==> config.mk <==
export PLATFORM = sky130hd
export DESIGN_NAME = bus_mem_ctrl
export DESIGN_NICKNAME = d
export VERILOG_FILES = /design/src/rtl/bus_mem_ctrl.sv
export SDC_FILE = /design/constraint.sdc
export NUM_CORES = 1
export LEC_CHECK = 0
export CAP_MARGIN = 20
export CORE_ASPECT_RATIO = 1.5
export CORE_MARGIN = 10
export CORE_UTILIZATION = 43
export DETAILED_ROUTE_END_ITERATION = 8
export GPL_ROUTABILITY_DRIVEN = 0
export GPL_TIMING_DRIVEN = 0
export PLACE_DENSITY_LB_ADDON = 0.2
export SLEW_MARGIN = 10
export SYNTH_ARGS = -nofsm -noshare
export SYNTH_HDL_FRONTEND = slang
export SYNTH_SLANG_ARGS = --single-unit
==> constraint.sdc <==
create_clock -name clk -period 2.16 [get_ports clk]
set_input_delay 0.432 -clock clk [delete_from_list [all_inputs] [get_ports clk]]
set_output_delay 0.432 -clock clk [all_outputs]
set_load 0.01 [all_outputs]
==> src/rtl/bus_mem_ctrl.sv <==
// bus_mem_ctrl: MAR/MDR bus interface sequencing single-word reads and writes to a
// synchronous RAM with configurable read latency and a sticky error flag.
module bus_mem_ctrl #(
    parameter int DATA_W = 16,
    parameter int ADDR_W = 8,
    parameter int RD_LAT = 1
) (
    input  logic              clk,
    input  logic              reset,
    input  logic [DATA_W-1:0] bus_in,
    output logic [DATA_W-1:0] bus_out,
    output logic              bus_oe,
    input  logic              MAR_in,
    input  logic              MDR_in,
    input  logic              MDR_out,
    input  logic              rd_req,
    input  logic              wr_req,
    output logic              busy,
    output logic              done,
    output logic              err,
    output logic [ADDR_W-1:0] ram_addr,
    output logic [DATA_W-1:0] ram_wdata,
    input  logic [DATA_W-1:0] ram_rdata,
    output logic              ram_we,
    output logic              ram_re
);
    localparam int CW = $clog2(RD_LAT + 1);

    typedef enum logic [1:0] {IDLE, RD_WAIT, WR, DONE} state_t;

    state_t            state, state_nxt;
    logic [DATA_W-1:0] mar, mdr;
    logic [CW-1:0]     cnt;
    logic              idle, bad_addr, single, conflict, rd_go, wr_go, bad_go, capture;

    always_comb begin
        idle      = state == IDLE;
        bad_addr  = |(mar >> ADDR_W);
        single    = rd_req ^ wr_req;
        conflict  = idle && rd_req && wr_req;
        rd_go     = idle && rd_req && !wr_req && !bad_addr;
        wr_go     = idle && wr_req && !rd_req && !bad_addr;
        bad_go    = idle && single && bad_addr;
        capture   = state == RD_WAIT && cnt == CW'(RD_LAT);
        state_nxt = state;
        case (state)
            IDLE:    state_nxt = rd_go ? RD_WAIT : wr_go ? WR : bad_go ? DONE : IDLE;
            RD_WAIT: state_nxt = capture ? DONE : RD_WAIT;
            WR:      state_nxt = DONE;
            DONE:    state_nxt = IDLE;
        endcase
    end

    always_ff @(posedge clk) begin
        if (reset) begin
            state  <= IDLE;
            mar    <= '0;
            mdr    <= '0;
            cnt    <= '0;
            err    <= 1'b0;
            ram_we <= 1'b0;
            ram_re <= 1'b0;
        end else begin
            state  <= state_nxt;
            ram_re <= rd_go;
            ram_we <= wr_go;
            err    <= err | conflict | bad_go;
            // counter saturates at RD_LAT: capture leaves RD_WAIT on that same edge
            cnt    <= (state == RD_WAIT && !capture) ? cnt + CW'(1) : '0;
            if (idle && MAR_in)
                mar <= bus_in;
            if (idle && MDR_in)
                mdr <= bus_in;
            else if (capture)
                mdr <= ram_rdata;
        end
    end

    assign busy      = state == RD_WAIT || state == WR;
    assign done      = state == DONE;
    assign bus_oe    = MDR_out;
    assign bus_out   = MDR_out ? mdr : '0;
    assign ram_addr  = mar[ADDR_W-1:0];
    assign ram_wdata = mdr;
endmodule

* Word level (Yosys, flattened, before mapping)
Index checks and enable logic that the tools add are counted.
** Cells by class
- Multiplexer cells :: 8
- $add $sub $neg :: 1
- Equality and inequality tests :: 3
- Bitwise operators :: 4
- Reductions and logical operators :: 22
** Operator list (count)
- 2-to-1 mux 16 bit :: 3
- logical AND 1 bit :: 13
- 2-to-1 mux 2 bit :: 4
- one-hot mux 2 bit (4 select lines) :: 1
- OR reduction 8 bit :: 1
- == test 2 bit (second input constant) :: 2
- zero test 1 bit :: 4
- == test 2 x 1 -> 1 bit (second input constant) :: 1
- zero test 2 bit :: 1
- bitwise OR 1 bit :: 2
- nonzero test 2 bit :: 1
- OR reduction 2 bit :: 1
- adder 1 bit (second input constant) :: 1
- logical OR 1 bit :: 1
- NOT 1 bit :: 1
- XOR 1 bit :: 1
** Word-level totals
- Word-level logic and storage cells :: 45
- Register bits :: 38

* Longest topological paths before layout
Gate-level depths: netlist (run 1).
- Word-level depth :: 7
- Gate-level depth with buffers :: 7
- Depth with buffers taken out :: 5

* Worst setup path after synthesis (run 1)
OpenSTA, ideal clock, no wires.
- Kind :: register to register
- From :: register state[1]
- To :: register mdr[10] (netlist: ram_wdata[10])
- Data arrival time :: 1.243 ns
- Setup slack :: 0.785 ns
- Cell stages (with the launch flop) :: 7
- Setup time :: 0.133 ns
- Data required time :: 2.027 ns
- Clock period less this slack :: 1.375 ns
- Cells stage by stage :: dfxtp_1 -> inv_1 -> ha_1 -> nand2_2 -> buf_4 -> mux2i_1 -> a21oi_1
** Between the ends
- Word-level cells in the longest chain between the ends :: 3
- Elaborated cells on any way between the ends :: 6
- Those cells by class :: eq/ne (1); mux (1); reduce/logical (4)
** Ends and longest elaborated chain
- from (decl) :: RTL line 31 : state_t state, state_nxt;
- from (signal assigned) :: RTL line 64 : state <= state_nxt;
- == test 2 x 1 -> 1 bit or zero test 2 bit (tied branches) :: RTL line 44, 37
- logical AND 1 bit, on equally long branches :: RTL line 44, 72
- nonzero test 2 bit (no source line) or 2-to-1 mux 16 bit (tied branches)
- to (signal assigned) :: RTL line 73 : mdr <= bus_in;
- to (signal assigned) :: RTL line 75 : mdr <= ram_rdata;
- to (decl) :: RTL line 32 : logic [DATA_W-1:0] mar, mdr;
Parallel ways exist; a longest one is shown, timed or not.
A chain may end at the register's enable or synchronous reset.

* Worst setup path after layout (run 1)
- From :: register state[0]
- To :: output busy
** Between the ends
- Word-level cells in the longest chain between the ends :: 2
- Elaborated cells on any way between the ends :: 3
- Those cells by class :: eq/ne (2); reduce/logical (1)
** Ends and longest elaborated chain
- == test 2 x 1 -> 1 bit or == test 2 bit (tied branches) :: RTL line 79 : assign busy = state == RD_WAIT || state == WR;
- logical OR 1 bit * :: RTL line 79
- to (decl) :: RTL line 18 : output logic busy,
Every way passes the cells marked *; elsewhere a longest branch is shown, timed or not.

==> impl_metrics.env, run 1 <==
export IMPL_status="complete, no violations"
export IMPL_finalSetupTns_ps=0
export IMPL_synth_cell_types=26
export IMPL_met2_length_um=2680
export IMPL_synthAdderAreaFrac_pct=3.60
export IMPL_finalCriticalPeriod_ps=2010
export IMPL_cts_buffers=5
export IMPL_pin_count=85
export IMPL_die_area_sq_um=7030
export IMPL_cp_arrival_ps=1570
export IMPL_worst_pin_slew_ps=427
export IMPL_r2r_setup_slack_ps=520
export IMPL_path_max_fanout=3
export IMPL_io_buffers=84
export IMPL_yosysTopAreaCellShare_pct=43.8
export IMPL_path_class="flop to output port"
export IMPL_cts_max_level=2
export IMPL_rsz0062_at_grt="false"
export IMPL_synth_top_family_by_area="simple AND/OR/NAND/NOR gates"
export IMPL_first_global_vias=1717
export IMPL_synth_edf_count=0
export IMPL_num_vias=1680
export IMPL_die_w_um=71.9
export IMPL_postLayoutCoreUtil_pct=69.4
export IMPL_cts_tree="done"
export IMPL_routed_wl_um=5090
export IMPL_cts_path_max_buffers=2
export IMPL_dieHeight_um=97.8
export IMPL_viasPerCell=4.93
export IMPL_drtPass1Iterations=4
export IMPL_antenna_found_initial=0
export IMPL_clkTransAtPathRegs_ps=70
export IMPL_crit_path_start_kind="flop"
export IMPL_layout_commonest_cell="clkdlybuf4s50_1"
export IMPL_placed_area_sq_um=2630
export IMPL_dr_max_layer_used="met4"
export IMPL_fmax_mhz=499
export IMPL_n_antenna_cell=0
export IMPL_syn_inst=204
export IMPL_finalMaxSlewViolations=0
export IMPL_synth_simple_area_share_pct=20.5
export IMPL_setup_ws_ps=155
export IMPL_ys_ff_latch=38
export IMPL_wl_met1_um=1980
export IMPL_ir_drop_uv=579
export IMPL_synth_area_per_cell_sq_um=8.51
export IMPL_layout_drive_gt1_share_pct=9.12
export IMPL_cts_hold_buf=0
export IMPL_mostFrequentLayoutCells="clkdlybuf4s50_1, nand2_1, dfxtp_1, a21oi_1, and2_1"
export IMPL_ys_flop_type="dfxtp_1"
export IMPL_slew_headroom_pct=71.5
export IMPL_synth_area_sq_um=1740
export IMPL_p_leak_uw=0.00117
export IMPL_start_util_pct=44.3
export IMPL_cts_sinks=38
export IMPL_grt_pass1_wl_um=8380
export IMPL_synth_mux_area_share_pct=8.65
export IMPL_rows=28
export IMPL_synthArstFlopShare_pct=0
export IMPL_drt_iter0_drc=52
export IMPL_met3WireLength_um=357
export IMPL_drtAntennaViolNets=0
export IMPL_grt_usage_pct=14.3
export IMPL_setup_viol=0
export IMPL_cp_end_kind="output port"
export IMPL_cts_root_buf="clkbuf_8"
export IMPL_synth_area_leader_cell="dfxtp_1"
export IMPL_drc=0
export IMPL_wl_per_cell_um=14.9
export IMPL_grt_start_max_net_pins=12
export IMPL_hp_class="flop to flop"
export IMPL_hpwl_um=4220
export IMPL_area_growth_pct=56.8
export IMPL_final_period_utilization_pct=92.8
export IMPL_post_cts_setup_buffers=0
export IMPL_synth_compound_area_share_pct=16.1
export IMPL_syn_nets=248
export IMPL_design_area_sq_um=2720
export IMPL_insertion_delay_ps=280
export IMPL_clock_skew_ps=5.60
export IMPL_p_per_area_nw_per_um2=879
export IMPL_hold_viol=0
export IMPL_netlist_top_cells_area="dfxtp_1, a21oi_1, mux2i_1"
export IMPL_coreArea_sq_um=3920
export IMPL_fin_nets=339
export IMPL_grt_overflow=0
export IMPL_max_cap_violations=0
export IMPL_preCtsSetupSlack_ps=-339
export IMPL_required_ps=1730
export IMPL_yosysWarningCount=0
export IMPL_synth_seq_area_share_pct=43.8
export IMPL_synth_xor_xnor_area_share_pct=0
cell type report:
cell class	instances	area [sq um]
buffer	20	120
clock buffer	7	86.3
clock inverter	1	5.00
fill	341	1200
inverter	3	11.3
multi-input combinational	143	848
sequential	38	761
tap	45	56.3
timing repair buffer	84	836
Yosys cell counts, types with 3 or more instances:
master / n
a21oi_1: 31
ha_1: 5
o21ai_0: 15
buf_2: 3
nand2_1: 39
buf_4: 10
clkbuf_1: 7
mux2i_1: 15
dfxtp_1: 38
and2_1: 17
worst max-delay path: stages, from the launching register on:
cell and delay (ps):
dfxtp_1 360, inv_1 90, ha_1 300, clkdlybuf4s50_1 540
kinds of logic (layout without fill, tap and decap cells):
logic type	count (synthesis)	in the layout
buffers and inverters	23	115
AO/OA/AOI/OAI	53	53
flip-flops	38	38
AND/OR/NAND/NOR	70	70
adder cells (fa/ha/maj)	5	5
multiplexers	15	15
metrics by stage:
step	total power, uW	hold slack [ps]	cells
2_1_floorplan	1440	436	204
3_3_place_gp	1900	441	333
3_5_place_dp	1920	447	333
4_1_cts	2420	456	341
5_1_grt	2550	474	341
6_report	2390	456	341
layer usage:
| metal | up-vias | GRT usage, % |
|---|---|---|
| li1 | 865 | - |
| met1 | 750 | 14.9 |
| met2 | 59 | 25.5 |
| met3 | 6 | 5.47 |
| met4 | 0 | 4.33 |
| met5 | - | 0 |
timing repair:
item | 4_1_cts | 5_1_grt
endpoints found under the setup margin | 17 | 10
endpoints found under the hold margin | 0 | 0
gates resized for setup | 2 | 4
report_power, final:
group | switching, uW | total [uW] | leakage [uW] | internal, uW
Sequential | 81.7 | 921 | 0.000313 | 839
Combinational | 452 | 979 | 0.000809 | 527
Clock | 235 | 493 | 0.0000482 | 257
final timing paths:
kind	from	endpoint	depth (start not counted)
max	state[0]$_SDFF_PP0_	busy	3
min	mar[0]$_SDFFE_PP0P_	mar[0]$_SDFFE_PP0P_	2
max reg2reg	state[1]$_SDFF_PP0_	ram_wdata[11]$_SDFFE_PP0P_	6
min reg2reg	mar[0]$_SDFFE_PP0P_	mar[0]$_SDFFE_PP0P_	2
flip-flops by register name (all words and copies together), names as in the netlist:
register	cells
mar	16
ram_wdata	16
state	2
cnt	1
err	1
ram_re	1
ram_we	1
Note: power is estimated with default switching activity, not from simulation.
==> run 2, diff against run 1 <==
Settings changed: CELL_PAD_IN_SITES_DETAIL_PLACEMENT set to 0, CELL_PAD_IN_SITES_GLOBAL_PLACEMENT set to 2, CORE_UTILIZATION 43 to 23.
==> run 2 against run 1 <==
  * Cell area is 3.1% higher
  * Final cell count grew 16%
  * Sequential power is essentially flat
  * Sequential share of layout area fell by 0.83 points
  * Clock power up 21%
  * Clock skew up 5.0 ps
  * Routed wire length is 13% higher
  * Utilization down 31 points
  * Combinational power grew 1%
  * Global-route usage fell by 4.4 points
  * Worst hold slack about the same
  * First-iteration DRC count grew 23%
  * Critical endpoint unchanged
==> impl_metrics.env, run 2 (synthesized netlist as in run 1, its figures left out) <==
export IMPL_min_delay_start="mar[11]$_SDFFE_PP0P_"
export IMPL_clock_power_share_pct=23.8
export IMPL_finalMaxSlewViolations=0
export IMPL_placed_area_sq_um=2700
export IMPL_num_vias=1637
export IMPL_setup_viol=0
export IMPL_cts_buffers=5
export IMPL_cp_arrival_ps=1570
export IMPL_finalCriticalPeriod_ps=2000
export IMPL_design_area_sq_um=2810
export IMPL_nFillCells=774
export IMPL_path_class="flop to output port"
export IMPL_drtAntennaViolNets=0
export IMPL_multiInputGateArea_sq_um=848
export IMPL_reg2reg_depth=6
export IMPL_cts_max_level=2
export IMPL_cts_hold_buf=0
export IMPL_hold_viol=0
export IMPL_fmax_mhz=500
export IMPL_hold_path_cell_count=2
export IMPL_required_ps=1730
export IMPL_antenna_found_initial=0
export IMPL_crit_chain="inv_1 > ha_1 > clkdlybuf4s50_1"
export IMPL_die_area_sq_um=11500
export IMPL_rows=38
export IMPL_area_growth_pct=61.7
export IMPL_p_leak_uw=0.00117
export IMPL_post_cts_setup_buffers=0
export IMPL_wl_per_cell_um=14.5
export IMPL_viasPerCell=4.13
export IMPL_drt_iter0_drc=64
export IMPL_cts_tree="done"
export IMPL_rsz0062_at_grt="false"
export IMPL_path_max_fanout=3
export IMPL_crit_path_start_kind="flop"
export IMPL_grt_usage_pct=9.93
export IMPL_coreArea_sq_um=7270
export IMPL_cp_num_cells=3
export IMPL_power_switching_uw=794
export IMPL_sw_frac_of_total_pct=31.7
export IMPL_critPathSlowestCell="clkdlybuf4s50_1"
export IMPL_hpwl_um=4740
export IMPL_worst_pin_slew_ps=477
export IMPL_dieHeight_um=126
export IMPL_drtPass1Iterations=4
export IMPL_cts_root_buf="clkbuf_8"
export IMPL_crit_start="state[0]$_SDFF_PP0_"
export IMPL_p_seq_share_pct=36.8
export IMPL_io_buffers=84
export IMPL_slew_headroom_pct=68.2
export IMPL_clock_skew_ps=10.6
export IMPL_fin_nets=339
export IMPL_clkTransAtPathRegs_ps=70
export IMPL_pin_count=85
export IMPL_grt_start_max_net_pins=12
export IMPL_hp_class="flop to flop"
export IMPL_start_util_pct=23.9
export IMPL_cp_end_kind="output port"
export IMPL_drc=0
export IMPL_max_cap_violations=0
export IMPL_grt_overflow=0
export IMPL_intPower_uw=1710
export IMPL_status="complete, no violations"
export IMPL_cpPeakStageDelay_ps=540
export IMPL_mostFrequentLayoutCells="clkdlybuf4s50_1, nand2_1, dfxtp_1, a21oi_1, and2_1"
export IMPL_final_period_utilization_pct=92.6
export IMPL_finalSetupTns_ps=0
export IMPL_path_delay_family="buffers and inverters"
export IMPL_cts_path_max_buffers=2
export IMPL_p_per_area_nw_per_um2=893
export IMPL_r2r_start="state[0]$_SDFF_PP0_"
export IMPL_grt_pass1_wl_um=9200
export IMPL_first_global_vias=1743
export IMPL_cts_sinks=38
export IMPL_n_antenna_cell=0
export IMPL_die_w_um=91.0
export IMPL_insertion_delay_ps=290
export IMPL_cp_buffers_inverters=2
export IMPL_routed_wl_um=5740
export IMPL_layout_drive_gt1_share_pct=8.78
export IMPL_ir_drop_uv=479
export IMPL_layout_commonest_cell="clkdlybuf4s50_1"
export IMPL_seqCellArea_sq_um=761
export IMPL_p_comb_share_pct=39.4
run 2: area by class of cell:
class                           count  area share [%]
Buffer                             20            4.28
Multi-Input combinational cell    143            30.2
Clock buffer                        7            2.72
Tap cell                          100            4.46
Inverter                            3           0.401
Timing Repair Buffer               84            29.8
Clock inverter                      1            1.07
Sequential cell                    38            27.1
run 2: worst paths after layout:
path	to	slack, ps
max	busy	160
min	mar[11]$_SDFFE_PP0P_	460
min reg2reg	mar[11]$_SDFFE_PP0P_	460
max reg2reg	mar[0]$_SDFFE_PP0P_	460
run 2: power by group through the flow:
stage / Combinational (uW) / Sequential (uW) / Clock (uW)
2_1_floorplan: 478 / 961 / 0
3_3_place_gp: 1010 / 938 / 0
3_5_place_dp: 1010 / 942 / 0
4_1_cts: 1020 / 926 / 621
5_1_grt: 1100 / 945 / 650
6_report: 989 / 922 / 597
run 2: per-layer routing:
| layer | global-route usage [%] | vias up | wire, um |
|---|---|---|---|
| met5 | 0 | - | 0 |
| met4 | 3.33 | 0 | 79 |
| met3 | 3.19 | 5 | 327 |
| met2 | 18.1 | 46 | 2980 |
| met1 | 10.4 | 725 | 2350 |
| li1 | - | 861 | - |
run 2: worst register-to-register path: cells and delay by family (launching register included):
family / cells / cell delay (ps)
simple gates: 2 / 340
buf+inv: 2 / 500
fa+ha+maj: 1 / 280
flops: 1 / 360
compound gates: 1 / 150
run 2: what timing repair did:
action	CTS	global route
endpoints found under the setup margin	17	10
hold endpoints to repair	0	0
gates resized for setup	3	2
run 2: stage by stage:
stage | power (uW) | utilization, % | hold WS, ps | instances | worst slack, ps
6_report | 2510 | 38.6 | 456 | 396 | 160
5_1_grt | 2690 | 38.6 | 477 | 396 | 28.1
4_1_cts | 2560 | 38.6 | 460 | 396 | 18.1
3_5_place_dp | 1950 | 37.2 | 450 | 388 | -402
3_3_place_gp | 1950 | 37.2 | 442 | 388 | -392
2_1_floorplan | 1440 | - | 436 | 204 | 785
